===== config.mk =====
export PLATFORM = sky130hd
export DESIGN_NAME = decode
export DESIGN_NICKNAME = d
export VERILOG_FILES = /design/src/rtl/decode.sv
export SDC_FILE = /design/constraint.sdc
export NUM_CORES = 1
export LEC_CHECK = 0
export CAP_MARGIN = 20
export CORE_UTILIZATION = 40
export DETAILED_ROUTE_END_ITERATION = 8
export GPL_TIMING_DRIVEN = 0
export PLACE_DENSITY = 0.76
export SETUP_SLACK_MARGIN = 0.5
export SYNTH_ARGS = -nofsm -noshare
export SYNTH_HDL_FRONTEND = slang
export SYNTH_SLANG_ARGS = --single-unit

===== constraint.sdc =====
create_clock -name clk -period 2.4 [get_ports clk]
set_clock_uncertainty 0.15 [all_clocks]
set_input_delay 0.48 -clock clk [delete_from_list [all_inputs] [get_ports clk]]
set_output_delay 0.48 -clock clk [all_outputs]
set_load 0.03 [all_outputs]

===== src/rtl/decode.sv =====
// RV32I + Zicsr decode stage: combinational decode of the fetched word into a
// registered control bundle for execute, with exception tagging for bad words/pcs.
module decode (
  input  logic        clk,
  input  logic        reset,
  input  logic [31:0] pc_in,
  input  logic [31:0] next_pc_in,
  input  logic [31:0] instruction_in,
  input  logic        valid_in,
  input  logic        stall,
  input  logic        invalidate,
  output logic [4:0]  rs1_address,
  output logic [4:0]  rs2_address,
  output logic [31:0] pc_out,
  output logic [31:0] next_pc_out,
  output logic [4:0]  rs1_address_out,
  output logic [4:0]  rs2_address_out,
  output logic [4:0]  rd_address,
  output logic        uses_rs1,
  output logic        uses_rs2,
  output logic [31:0] imm,
  output logic [2:0]  alu_function,
  output logic        alu_modifier,
  output logic [1:0]  alu_select_a,
  output logic        alu_select_b,
  output logic [2:0]  cmp_function,
  output logic        branch,
  output logic        jump,
  output logic        load,
  output logic        store,
  output logic        load_signed,
  output logic [1:0]  load_store_size,
  output logic [1:0]  writeback_select,
  output logic        csr_read,
  output logic        csr_write,
  output logic [1:0]  csr_op,
  output logic [11:0] csr_address,
  output logic        mret,
  output logic        wfi,
  output logic        exception,
  output logic [3:0]  ecause,
  output logic        valid_out
);

  localparam logic [6:0] OPC_LUI      = 7'b0110111;
  localparam logic [6:0] OPC_AUIPC    = 7'b0010111;
  localparam logic [6:0] OPC_JAL      = 7'b1101111;
  localparam logic [6:0] OPC_JALR     = 7'b1100111;
  localparam logic [6:0] OPC_BRANCH   = 7'b1100011;
  localparam logic [6:0] OPC_LOAD     = 7'b0000011;
  localparam logic [6:0] OPC_STORE    = 7'b0100011;
  localparam logic [6:0] OPC_OP_IMM   = 7'b0010011;
  localparam logic [6:0] OPC_OP       = 7'b0110011;
  localparam logic [6:0] OPC_MISC_MEM = 7'b0001111;
  localparam logic [6:0] OPC_SYSTEM   = 7'b1110011;

  localparam logic [31:0] WORD_ECALL  = 32'h0000_0073;
  localparam logic [31:0] WORD_EBREAK = 32'h0010_0073;
  localparam logic [31:0] WORD_MRET   = 32'h3020_0073;
  localparam logic [31:0] WORD_WFI    = 32'h1050_0073;

  typedef struct packed {
    logic [4:0]  rd;
    logic        uses_rs1;
    logic        uses_rs2;
    logic [31:0] imm;
    logic [2:0]  alu_function;
    logic        alu_modifier;
    logic [1:0]  alu_select_a;
    logic        alu_select_b;
    logic [2:0]  cmp_function;
    logic        branch;
    logic        jump;
    logic        load;
    logic        store;
    logic        load_signed;
    logic [1:0]  load_store_size;
    logic [1:0]  writeback_select;
    logic        csr_read;
    logic        csr_write;
    logic [1:0]  csr_op;
    logic [11:0] csr_address;
    logic        mret;
    logic        wfi;
    logic        exception;
    logic [3:0]  ecause;
  } ctl_t;

  logic [31:0] w_instr;
  logic [6:0]  w_opcode;
  logic [2:0]  w_funct3;
  logic [6:0]  w_funct7;
  logic [4:0]  w_rd;
  logic [4:0]  w_rs1;
  logic [31:0] w_imm_i;
  logic [31:0] w_imm_s;
  logic [31:0] w_imm_b;
  logic [31:0] w_imm_u;
  logic [31:0] w_imm_j;
  logic        w_misaligned;
  logic        w_illegal;
  logic        w_ecall;
  logic        w_ebreak;
  logic        w_trap;
  ctl_t        w_ctl;

  ctl_t        r_ctl;
  logic [31:0] r_pc;
  logic [31:0] r_next_pc;
  logic [4:0]  r_rs1;
  logic [4:0]  r_rs2;
  logic        r_valid;

  assign w_instr      = instruction_in;
  assign w_opcode     = w_instr[6:0];
  assign w_funct3     = w_instr[14:12];
  assign w_funct7     = w_instr[31:25];
  assign w_rd         = w_instr[11:7];
  assign w_rs1        = w_instr[19:15];
  assign w_misaligned = (pc_in[1:0] != 2'b00);

  assign w_imm_i = {{20{w_instr[31]}}, w_instr[31:20]};
  assign w_imm_s = {{20{w_instr[31]}}, w_instr[31:25], w_instr[11:7]};
  assign w_imm_b = {{19{w_instr[31]}}, w_instr[31], w_instr[7], w_instr[30:25], w_instr[11:8], 1'b0};
  assign w_imm_u = {w_instr[31:12], 12'h000};
  assign w_imm_j = {{11{w_instr[31]}}, w_instr[31], w_instr[19:12], w_instr[20], w_instr[30:21], 1'b0};

  assign rs1_address = w_instr[19:15];
  assign rs2_address = w_instr[24:20];

  always_comb begin
    w_ctl                 = '0;
    w_illegal             = 1'b0;
    w_ecall               = 1'b0;
    w_ebreak              = 1'b0;
    w_trap                = 1'b0;
    w_ctl.cmp_function    = w_funct3;
    w_ctl.load_store_size = w_funct3[1:0];
    w_ctl.load_signed     = ~w_funct3[2];
    w_ctl.csr_address     = w_instr[31:20];
    case (w_opcode)
      OPC_LUI: begin
        w_ctl.rd           = w_rd;
        w_ctl.imm          = w_imm_u;
        w_ctl.alu_select_a = 2'd2;
        w_ctl.alu_select_b = 1'b1;
      end
      OPC_AUIPC: begin
        w_ctl.rd           = w_rd;
        w_ctl.imm          = w_imm_u;
        w_ctl.alu_select_a = 2'd1;
        w_ctl.alu_select_b = 1'b1;
      end
      OPC_JAL: begin
        w_ctl.rd               = w_rd;
        w_ctl.imm              = w_imm_j;
        w_ctl.alu_select_a     = 2'd1;
        w_ctl.alu_select_b     = 1'b1;
        w_ctl.jump             = 1'b1;
        w_ctl.writeback_select = 2'd1;
      end
      OPC_JALR: begin
        w_illegal              = (w_funct3 != 3'd0);
        w_ctl.rd               = w_rd;
        w_ctl.imm              = w_imm_i;
        w_ctl.uses_rs1         = 1'b1;
        w_ctl.alu_select_b     = 1'b1;
        w_ctl.jump             = 1'b1;
        w_ctl.writeback_select = 2'd1;
      end
      OPC_BRANCH: begin
        w_illegal      = (w_funct3[2:1] == 2'b01);
        w_ctl.imm      = w_imm_b;
        w_ctl.uses_rs1 = 1'b1;
        w_ctl.uses_rs2 = 1'b1;
        w_ctl.branch   = 1'b1;
      end
      OPC_LOAD: begin
        w_illegal              = (w_funct3 == 3'd3) || (w_funct3[2:1] == 2'b11);
        w_ctl.rd               = w_rd;
        w_ctl.imm              = w_imm_i;
        w_ctl.uses_rs1         = 1'b1;
        w_ctl.alu_select_b     = 1'b1;
        w_ctl.load             = 1'b1;
        w_ctl.writeback_select = 2'd2;
      end
      OPC_STORE: begin
        w_illegal          = (w_funct3 > 3'd2);
        w_ctl.imm          = w_imm_s;
        w_ctl.uses_rs1     = 1'b1;
        w_ctl.uses_rs2     = 1'b1;
        w_ctl.alu_select_b = 1'b1;
        w_ctl.store        = 1'b1;
      end
      OPC_OP_IMM: begin
        // Shift-immediates reuse funct7 as the arithmetic/logical selector.
        if (w_funct3 == 3'd1)
          w_illegal = (w_funct7 != 7'h00);
        else if (w_funct3 == 3'd5)
          w_illegal = (w_funct7 != 7'h00) && (w_funct7 != 7'h20);
        w_ctl.rd           = w_rd;
        w_ctl.imm          = w_imm_i;
        w_ctl.uses_rs1     = 1'b1;
        w_ctl.alu_select_b = 1'b1;
        w_ctl.alu_function = w_funct3;
        w_ctl.alu_modifier = (w_funct3 == 3'd5) && w_instr[30];
      end
      OPC_OP: begin
        w_illegal = !((w_funct7 == 7'h00) ||
                      ((w_funct7 == 7'h20) && ((w_funct3 == 3'd0) || (w_funct3 == 3'd5))));
        w_ctl.rd           = w_rd;
        w_ctl.uses_rs1     = 1'b1;
        w_ctl.uses_rs2     = 1'b1;
        w_ctl.alu_function = w_funct3;
        w_ctl.alu_modifier = w_instr[30];
      end
      OPC_MISC_MEM: begin
        w_illegal = (w_funct3[2:1] != 2'b00);
      end
      OPC_SYSTEM: begin
        if (w_funct3 == 3'd0) begin
          case (w_instr)
            WORD_ECALL:  w_ecall   = 1'b1;
            WORD_EBREAK: w_ebreak  = 1'b1;
            WORD_MRET:   w_ctl.mret = 1'b1;
            WORD_WFI:    w_ctl.wfi  = 1'b1;
            default:     w_illegal = 1'b1;
          endcase
        end else if (w_funct3 == 3'd4) begin
          w_illegal = 1'b1;
        end else begin
          w_ctl.rd               = w_rd;
          w_ctl.uses_rs1         = ~w_funct3[2];
          w_ctl.imm              = {27'd0, w_rs1};
          w_ctl.writeback_select = 2'd3;
          w_ctl.csr_op           = w_funct3[1:0];
          w_ctl.csr_read         = !((w_funct3[1:0] == 2'b01) && (w_rd == 5'd0));
          w_ctl.csr_write        = !(w_funct3[1] && (w_rs1 == 5'd0));
        end
      end
      default: w_illegal = 1'b1;
    endcase

    w_trap = w_misaligned | w_illegal | w_ecall | w_ebreak;
    if (w_trap) begin
      w_ctl.exception = 1'b1;
      if (w_misaligned)   w_ctl.ecause = 4'd0;
      else if (w_illegal) w_ctl.ecause = 4'd2;
      else if (w_ecall)   w_ctl.ecause = 4'd11;
      else                w_ctl.ecause = 4'd3;
      w_ctl.rd        = 5'd0;
      w_ctl.uses_rs1  = 1'b0;
      w_ctl.uses_rs2  = 1'b0;
      w_ctl.load      = 1'b0;
      w_ctl.store     = 1'b0;
      w_ctl.jump      = 1'b0;
      w_ctl.branch    = 1'b0;
      w_ctl.csr_read  = 1'b0;
      w_ctl.csr_write = 1'b0;
      w_ctl.mret      = 1'b0;
      w_ctl.wfi       = 1'b0;
    end
  end

  always_ff @(posedge clk or negedge reset) begin
    if (!reset) begin
      r_ctl     <= '0;
      r_pc      <= '0;
      r_next_pc <= '0;
      r_rs1     <= '0;
      r_rs2     <= '0;
      r_valid   <= 1'b0;
    end else if (!stall) begin
      r_ctl     <= w_ctl;
      r_pc      <= pc_in;
      r_next_pc <= next_pc_in;
      r_rs1     <= w_instr[19:15];
      r_rs2     <= w_instr[24:20];
      r_valid   <= valid_in & ~invalidate;
    end
  end

  assign pc_out           = r_pc;
  assign next_pc_out      = r_next_pc;
  assign rs1_address_out  = r_rs1;
  assign rs2_address_out  = r_rs2;
  assign valid_out        = r_valid;
  assign rd_address       = r_ctl.rd;
  assign uses_rs1         = r_ctl.uses_rs1;
  assign uses_rs2         = r_ctl.uses_rs2;
  assign imm              = r_ctl.imm;
  assign alu_function     = r_ctl.alu_function;
  assign alu_modifier     = r_ctl.alu_modifier;
  assign alu_select_a     = r_ctl.alu_select_a;
  assign alu_select_b     = r_ctl.alu_select_b;
  assign cmp_function     = r_ctl.cmp_function;
  assign branch           = r_ctl.branch;
  assign jump             = r_ctl.jump;
  assign load             = r_ctl.load;
  assign store            = r_ctl.store;
  assign load_signed      = r_ctl.load_signed;
  assign load_store_size  = r_ctl.load_store_size;
  assign writeback_select = r_ctl.writeback_select;
  assign csr_read         = r_ctl.csr_read;
  assign csr_write        = r_ctl.csr_write;
  assign csr_op           = r_ctl.csr_op;
  assign csr_address      = r_ctl.csr_address;
  assign mret             = r_ctl.mret;
  assign wfi              = r_ctl.wfi;
  assign exception        = r_ctl.exception;
  assign ecause           = r_ctl.ecause;

endmodule


==> results.toml <==
[final_layout]
seqCellArea_mm2 = 0.00370
final_area_mm2 = 0.0101
final_core_util_pct = 65.8
fillCellCount = 1254
fin_nets = 951
layout-drive-gt1-share_pct = 28.1
syn_to_final_growth_pct = 58.8
antenna_cells = 0
multiInputGateArea_mm2 = 0.00263

[sta]
period_needed_ns = 2.02
timing.setup.tns_ns = 0
finalCritPeriodShare_pct = 84.2
rsz0062_at_grt = "yes"
worst_pin_slew_ns = 0.671
fmax_mhz = 495
setup_ws_ns = 0.380
report.final.slew_viol_count = 0
slew_headroom_pct = 55.3
hold_viol = 0
setup_viol = 0

[placed_design]
pre_cts_ws_ns = -0.947
gp_congestion = 0.818
port_buffers = 261
placed_area_mm2 = 0.00934
hpwl_um = 14700

[global_route]
antenna_found_initial = 0
grt_remaining_overflow = 0
grt_usage_pct = 25.4
grt_max_degree = 78
grt_pass1_vias = 5910
grt_first_pass_wirelength_um = 31500

[synthesis]
synth-edff-count = 0
synth_flop_cell = "dfrtp_1"
synth_cell_type_count = 54
ys_warn_count = 0
syn_inst = 546
synth_nets = 647
yosysTopAreaCell = "dfrtp_1"
ys_seq_area_share_pct = 58.2
ys_top_cells_by_area = "dfrtp_1 58%, mux2_2 13%, nand2_1 4.4%, o21ai_0 3.4%, buf_4 2.1%"
ys_seq_elements = 148
netlist_area_mm2 = 0.00636
async_flop_share_pct = 100
synth_top_cell_area_share_pct = 58.2
avgSynthCellArea_um2 = 11.7

[pwr]
ir_worst_vdd_uv = 469
power_mw = 6.40
power_density_mw_per_mm2 = 633
power_leakage_nw = 4.72

[clocking]
cts_sinks = 148
cts_tree = "built"
clk_latency_ns = 0.42
numCtsBuffers = 17
root_buffer = "clkbuf_16"
cts.clk_slew.worst_paths_ns = 0.06
clockBufferDepth = 2
htree_levels = 4

[status]
run_status = "finished, final reports clean"

[route]
via_count = 5596
wire_per_inst_um = 18.9
ant_nets = 0
drc_errors = 0
avgViaCountPerCell = 5.23
drt_iter0_drc = 281
wl_um = 20200
firstDrtPassIters = 7

[die]
die_h_um = 128
core_area_mm2 = 0.0154
ios = 267
die-area_mm2 = 0.0164
die_x_um = 128
floorplan.initialDensity_pct = 41.4
fp-row-count = 45

[setup_path]
endpoint_kind = "flop"
crit_path_max_fanout = 10
critical_path_class = "primary input to flop"
max_stage_delay_ns = 0.52
cp.arrival_ns = 2.17
cp.required_ns = 2.55
crit_top_cell = "buf_6"
worst_path_max_delay_cell = "or4_4"
worstPathCellList = "clkbuf_1 -> nor3_2 -> or4_4 -> o31ai_4 -> nor4_4 -> buf_6 -> buf_6 -> a32o_2"
start_kind = "primary input"

[min_path]
hold_path.class = "primary input to flop"

[flow_run]
cap_violations = 0
[worst paths after layout]
check	start	end	slack, ns	cells past startpoint
setup / recovery	instruction_in[13]	rd_address[1]	0.38	8
max in group asynchronous	reset	next_pc_out[12]	0.81	3
setup reg to reg	csr_address[2]	csr_address[2]	1.46	1
hold reg to reg	cmp_function[2]	cmp_function[2]	0.33	2
hold / removal	instruction_in[25]	csr_address[5]	0.18	3
min in group asynchronous	reset	pc_out[2]	0.48	2
[critical path: cells and delay by family]
family	cells	cell delay, ns
AOI/OAI and AO/OA	2	0.33
and+or+nand+nor	3	0.70
buffers and inverters	3	0.64
[layer usage]
layer  global-route usage, %  vias up  wire (um)
li1                        -     2535          -
met1                    31.0     2735       8130
met2                    41.9      289       9850
met3                    8.97       37       1860
met4                    8.79        0        396
met5                       0        -          0
[placed cells by master, fill, tap and decap left out, drive strengths merged, types with 14 or more instances in the layout]
cell,synthesis,final
dlygate4sd2,0,153
dfrtp,148,148
mux2,75,75
nand2,74,74
clkdlybuf4s50,0,65
buf,21,60
clkbuf,30,58
o21ai,51,51
clkdlybuf4s15,0,23
a21oi,22,22
nor2,18,18
nand2b,14,14
[cell usage after synthesis (2+ instances only)]
master,count
clkbuf_1,30
nand2_1,74
buf_4,18
nor2_1,18
nand4_1,2
a222oi_1,4
o21ai_0,43
and3_1,2
buf_6,2
or2_2,3
o211ai_1,2
nor4bb_1,3
or4_1,5
a21o_1,3
o2111ai_1,2
o21ai_1,8
mux2_2,75
nand3_1,4
inv_1,5
nand2b_1,14
a31oi_1,3
a22oi_1,2
a22o_1,9
nor2b_1,5
a32o_2,2
nor3_1,9
dfrtp_1,148
a32o_1,4
a21oi_1,22
[state kept, by name, indices dropped and copies added, names as in the netlist, 2 cells and up]
name and flops:
rs1_address_out 5, alu_function 3, next_pc_out 32, csr_op 2, writeback_select 2, imm 32
csr_address 12, cmp_function 3, alu_select_a 2, ecause 3, pc_out 32, rd_address 5
[cell families after synthesis]
logic type | Yosys count | share of synthesized area (%)
flip-flops | 148 | 58.2
AND/OR/NAND/NOR | 148 | 11.5
AO/OA/AOI/OAI | 117 | 12.2
multiplexers | 75 | 13.3
buffers and inverters | 56 | 4.62
XOR/XNOR | 1 | 0.138
other | 1 | 0.0589
[cell type report]
type / instances / area share, %
sequential: 148 / 36.6
inverter: 5 / 0.186
clock inverter: 5 / 0.532
multi-input combinational: 342 / 26.0
buffer: 51 / 3.60
tap: 211 / 2.61
timing repair buffer: 285 / 25.7
clock buffer: 24 / 4.67
[timing repair]
action,in CTS,in global routing
hold buffers,1,0
cloned,2,0
endpoints found under the setup margin,241,60
resized for setup,345,37
endpoints found under the hold margin,71,0
setup buffers,18,2
pin swaps,27,9
[power by group]
| part | leakage (nW) | switching, mW | internal (mW) |
|---|---|---|---|
| logic | 2.59 | 0.738 | 0.511 |
| clock network | 0.260 | 0.964 | 1.46 |
| registers | 1.87 | 0.0762 | 2.65 |
| total | 4.72 | 1.78 | 4.62 |
[per-stage QoR]
| stage | hold slack (ns) | cells |
|---|---|---|
| after floorplan | 0.0344 | 546 |
| after global placement | 0.316 | 1018 |
| after detailed placement | 0.318 | 1019 |
| after CTS | 0.153 | 1069 |
| after global routing | 0.193 | 1071 |
| final | 0.178 | 1071 |
(Power assumes the default switching activity.)
